## src/rtl/sar_search_4b.sv

```systemverilog
// sar_search_4b -- successive-approximation search engine.
// Presents a trial value on guess to an external magnitude comparator
// (comparator computes target A vs. guess B). It narrows a [lo,hi] window
// from the comparator's one-hot flags until equality is reported. It also
// stops with error when the flags are not one-hot, or when they contradict
// the remaining window.
//
// Ports:
//   clk     in   1      rising-edge clock
//   rst     in   1      synchronous active-high reset
//   start   in   1      launch a search; sampled only in IDLE
//   cmp_gt  in   1      comparator: target > guess
//   cmp_eq  in   1      comparator: target == guess
//   cmp_lt  in   1      comparator: target < guess
//   guess   out  WIDTH  registered trial value for the comparator B input
//   busy    out  1      high while probing
//   done    out  1      one-cycle completion pulse (success or error)
//   result  out  WIDTH  found value (last guess on error), held until next start
//   error   out  1      inconsistent feedback, held until next start
module sar_search_4b #(
  parameter int unsigned WIDTH = 4
) (
  input  logic             clk,
  input  logic             rst,
  input  logic             start,
  input  logic             cmp_gt,
  input  logic             cmp_eq,
  input  logic             cmp_lt,
  output logic [WIDTH-1:0] guess,
  output logic             busy,
  output logic             done,
  output logic [WIDTH-1:0] result,
  output logic             error
);

  typedef enum logic [1:0] {
    IDLE,
    PROBE,
    FINISH
  } state_t;

  localparam logic [WIDTH:0]   ONE_W  = {{WIDTH{1'b0}}, 1'b1};
  localparam logic [WIDTH-1:0] ONE    = {{(WIDTH-1){1'b0}}, 1'b1};
  localparam logic [WIDTH-1:0] FIRST  = {1'b0, {(WIDTH-1){1'b1}}};

  state_t           state, state_nxt;
  logic [WIDTH-1:0] lo, hi;
  logic [WIDTH-1:0] lo_nxt, hi_nxt, guess_nxt, result_nxt;
  logic             error_nxt;
  logic             fail;

  // Midpoints of the narrowed windows, one bit wider so lo+hi cannot wrap.
  // sum_lt is only used when guess > lo, so guess-1 never underflows there.
  logic [WIDTH:0] sum_gt, sum_lt;
  assign sum_gt = {1'b0, guess} + ONE_W + {1'b0, hi};
  assign sum_lt = {1'b0, lo} + {1'b0, guess} - ONE_W;

  assign busy = (state == PROBE);
  assign done = (state == FINISH);

  always_ff @(posedge clk) begin
    if (rst) begin
      state  <= IDLE;
      lo     <= '0;
      hi     <= '0;
      guess  <= '0;
      result <= '0;
      error  <= 1'b0;
    end else begin
      state  <= state_nxt;
      lo     <= lo_nxt;
      hi     <= hi_nxt;
      guess  <= guess_nxt;
      result <= result_nxt;
      error  <= error_nxt;
    end
  end

  always_comb begin
    state_nxt  = state;
    lo_nxt     = lo;
    hi_nxt     = hi;
    guess_nxt  = guess;
    result_nxt = result;
    error_nxt  = error;
    fail       = 1'b0;

    case (state)
      IDLE: begin
        if (start) begin
          lo_nxt    = '0;
          hi_nxt    = '1;
          guess_nxt = FIRST;
          error_nxt = 1'b0;
          state_nxt = PROBE;
        end
      end

      PROBE: begin
        case ({cmp_gt, cmp_eq, cmp_lt})
          3'b010: begin
            result_nxt = guess;
            state_nxt  = FINISH;
          end
          3'b100: begin
            if (guess == hi) begin
              fail = 1'b1;
            end else begin
              lo_nxt    = guess + ONE;
              guess_nxt = sum_gt[WIDTH:1];
            end
          end
          3'b001: begin
            if (guess == lo) begin
              fail = 1'b1;
            end else begin
              hi_nxt    = guess - ONE;
              guess_nxt = sum_lt[WIDTH:1];
            end
          end
          default: fail = 1'b1;
        endcase

        if (fail) begin
          error_nxt  = 1'b1;
          result_nxt = guess;
          state_nxt  = FINISH;
        end
      end

      FINISH: state_nxt = IDLE;

      default: state_nxt = IDLE;
    endcase
  end

endmodule
```

## config.mk

```make
export PLATFORM = sky130hd
export DESIGN_NAME = sar_search_4b
export DESIGN_NICKNAME = d
export VERILOG_FILES = /design/src/rtl/sar_search_4b.sv
export SDC_FILE = /design/constraint.sdc
export NUM_CORES = 1
export LEC_CHECK = 0
export CELL_PAD_IN_SITES_DETAIL_PLACEMENT = 0
export CELL_PAD_IN_SITES_GLOBAL_PLACEMENT = 1
export CORE_ASPECT_RATIO = 0.8
export CORE_MARGIN = 2
export CORE_UTILIZATION = 35
export DETAILED_ROUTE_END_ITERATION = 12
export PLACE_DENSITY = 0.78
export SLEW_MARGIN = 20
export SYNTH_ARGS = -nofsm -noshare
export SYNTH_HDL_FRONTEND = slang
export SYNTH_SLANG_ARGS = --single-unit
export TNS_END_PERCENT = 5
```

## constraint.sdc

```tcl
create_clock -name clk -period 2.5 [get_ports clk]
set_input_delay 0.375 -clock clk [delete_from_list [all_inputs] [get_ports clk]]
set_output_delay 0.375 -clock clk [all_outputs]
set_load 0.02 [all_outputs]
```

==> implementation parameters <==
Parameter                              Value

Synthesis
  Most numerous cell types in the synthesized netlist    sky130_fd_sc_hd__dfxtp_1, sky130_fd_sc_hd__inv_1, sky130_fd_sc_hd__nor2_1
  Async set-or-reset flop fraction in the synthesized netlist    0
  Most frequent cell after synthesis    sky130_fd_sc_hd__dfxtp_1
  Mapped Avg Cell Area    8.83 sq um
  Fraction of synthesized area in multiplexers    0.0547
  Adder-cell area share of the yosys netlist    0.158
  Top_reg_cell synth    sky130_fd_sc_hd__dfxtp_1
  Netlist area before placement    1280 sq um
  Yosys synthesis warning count    0
  Fraction of synthesized cell area taken by the top area cell type    0.297
  Combinational family with the most area after synthesis    simple AND/OR/NAND/NOR gates
  Synth area leader    sky130_fd_sc_hd__dfxtp_1
  Gate count of the mapped netlist    145
  XOR/XNOR Fraction of Synth Area    0.0479
  Post-synthesis compound-gate area fraction    0.152
  Simple-gate share of the synthesized area    0.213
  Sequential fraction of the synthesis area    0.297
  Post-synthesis cell type count    42
  Net count after synthesis    166
  Largest cells by area after synthesis    sky130_fd_sc_hd__dfxtp_1, sky130_fd_sc_hd__ha_1, sky130_fd_sc_hd__mux2i_1, sky130_fd_sc_hd__inv_1, sky130_fd_sc_hd__nor2_1
  Number of enable flip-flop cells after synthesis    0
  Seq cells post-synth    19

STA
  Total negative setup slack    0 ns
  Final clock skew    0.00458 ns
  Transition time at the pin with the least slew margin    0.783 ns
  Final hold violation count    0
  RSZ-0062 raised after global routing    false
  Headroom to the max-slew limit    0.477
  Period minus WS final    2.19 ns
  Max Freq    0.457 GHz
  Final number of max-transition violations    0
  # setup viols final    0
  Final cycle utilization of the critical path    0.876

Clock network
  Number of sinks driven by the clock tree    19
  Clock tree from TritonCTS    yes
  Register clock-pin slew on the reported worst setup and hold paths    0.07 ns
  H-tree depth    1
  Number of hold buffers added after CTS    0
  Post-CTS setup-driven buffer insertion count    0
  CTS-repair resized insts    0
  Clock buffers created by TritonCTS    3
  Cell at the root of the clock tree    sky130_fd_sc_hd__clkbuf_8
  Clock Path Buffers    2
  Latest clock arrival within the worst-skew pair    0.26 ns

Power
  Power density normalized to cell area    553 nW/um^2
  Switching part of the total    0.335
  Peak VDD IR    0.319 mV
  Clock share of power    0.248
  Part of the power in combinational logic    0.364
  Cell internal power dissipation    0.000575 W
  Switching Power    0.000289 W
  Part of the total power dissipated in sequential elements    0.387
  Leak pwr    0.621 nW
  Final Power    0.000864 W

Global routing
  Global routing's busiest layer    met2
  GR Util met3    0.0452
  Via count of the first global-routing pass    1159
  Maximum number of pins on one net before global-route repair    21
  GR Layer Usage met2    0.280
  Global-route usage over all layers    0.168
  Initial antenna violation count    0
  Routing usage on met1    0.214
  Wire length of the first global-routing pass    5340 microns
  Leftover overflow at the end of global routing    0

Critical path
  Classification of the worst setup path    flop to output port
  Data arrival time of the critical path    1.81 ns
  CP startpoint    state[1]$_SDFFE_PP0P_
  Largest fanout on the critical path    8
  Critical path endpoint category    output port
  Launching element type of the critical path    flop
  Reg-to-reg startpoint    guess[1]$_SDFFE_PP0P_
  Critical Path RT    2.12 ns

Run status
  Result of the run    completed

Route
  First-pass iteration count of the detailed router    4
  Wirelength per Cell    15.0 microns
  Drt drc    0
  Routed vias    1095
  Per-cell via count in the routed design    5.24
  Final antenna-violating net count    0
  Initial detailed-routing violation count    22
  Total wire length after detailed routing    3130 microns

Placement
  Final RePlAce weighted congestion    0.963
  Dpl hpwl    2460 microns
  Cell area reported after detailed placement    1520 sq um
  I/O Buffers    16

Die
  Die Y    58.1 microns
  Die Outline Area    4160 sq um
  Die W    71.6 microns
  Number of placement rows    19
  Core Region    3470 sq um
  Effective utilization at floorplan    0.369
  I/O Pins    17

Job
  Maxcap violations    0

Min path
  Tightest Hold Check Type    flop to flop
  Critical hold path startpoint    lo[3]$_SDFFE_PP0P_

Cells and area
  Post-layout instance area    1560 sq um
  Footprint of the multi-input gates    801 sq um
  Net count, final    189
  Footprint of the flip-flops and latches    380 sq um
  Number of inserted filler cells in the final layout    353
  Layout cell share with drive strength beyond 1    0.114
  Antenna Diode Count    0
  Area growth from synthesis to layout    22.2%
cells in the final DEF (no fill, tap or decap), drive strengths merged, types with 2 or more instances in the layout:
master         synthesis  final
nand3b                 2      2
ha                    13     13
fa                     2      2
clkdlybuf4s50          0     16
a31oi                  2      2
nor4                   2      2
xnor2                  6      6
dfxtp                 19     19
a21oi                  6      6
or3b                   2      2
nor3b                  2      2
nand2b                 3      3
o21ai                  5      5
mux2i                  7      7
inv                   19     19
clkbuf                 3      3
nor3                   6      6
a311oi                 2      2
a211oi                 5      5
nand3                  2      2
nor2b                  3      3
nand2                  3      3
buf                    2      7
nor2                  18     18
path summary, 6_finish.rpt:
| check | to | slack (ns) | cells after the start |
|---|---|---|---|
| worst max-delay path | busy | 0.31 | 3 |
| worst min register to register | lo[3]$_SDFFE_PP0P_ | 0.48 | 2 |
| worst min-delay path | lo[3]$_SDFFE_PP0P_ | 0.48 | 2 |
| worst max register to register | guess[2]$_SDFFE_PP0P_ | 0.34 | 10 |
metal layers:
metal,vias to the layer above,wire (microns)
li1,541,-
met1,525,1510
met2,24,1440
met3,5,144
met4,0,41
met5,-,0
through the flow:
step                      hold slack [ns]  setup WS [ns]   util  std cells
after floorplan                     0.446          0.203      -        145
after global placement              0.464          0.298  0.437        205
after detailed placement            0.470          0.233  0.437        205
after CTS                           0.480          0.327  0.451        209
after global routing                0.492          0.130  0.451        209
final                               0.479          0.310  0.451        209
cell type report:
cell class / instances / share of cell area
Multi-Input combinational cell: 102 / 0.512
Sequential cell: 19 / 0.243
Timing Repair Buffer: 23 / 0.136
Inverter: 19 / 0.0456
Tap cell: 42 / 0.0336
Clock buffer: 3 / 0.0264
Clock inverter: 1 / 0.00320
cell families after synthesis:
family / after synthesis
simple gates: 46
fa+ha+maj: 15
flops: 19
mux: 7
buf+inv: 24
xor+xnor: 7
compound gates: 27
sequential cells by signal (all words and copies together), names as in the netlist:
name,count
error,1
guess,4
hi,4
lo,4
result,4
state,2
power by group through the flow:
stage,clock network [W],logic [W],registers (W)
2_1_floorplan,0,0.000197,0.000353
3_3_place_gp,0,0.000307,0.000341
3_5_place_dp,0,0.000313,0.000341
4_1_cts,0.000225,0.000316,0.000335
5_1_grt,0.000239,0.000351,0.000337
6_report,0.000215,0.000315,0.000335
worst max-delay path: stages, from the launching register on:
cell and delay (ns):
sky130_fd_sc_hd__dfxtp_1 0.34, sky130_fd_sc_hd__nand2b_1 0.32, sky130_fd_sc_hd__inv_2 0.24, sky130_fd_sc_hd__clkdlybuf4s50_1 0.65
Power figures use the tool's default switching activity.
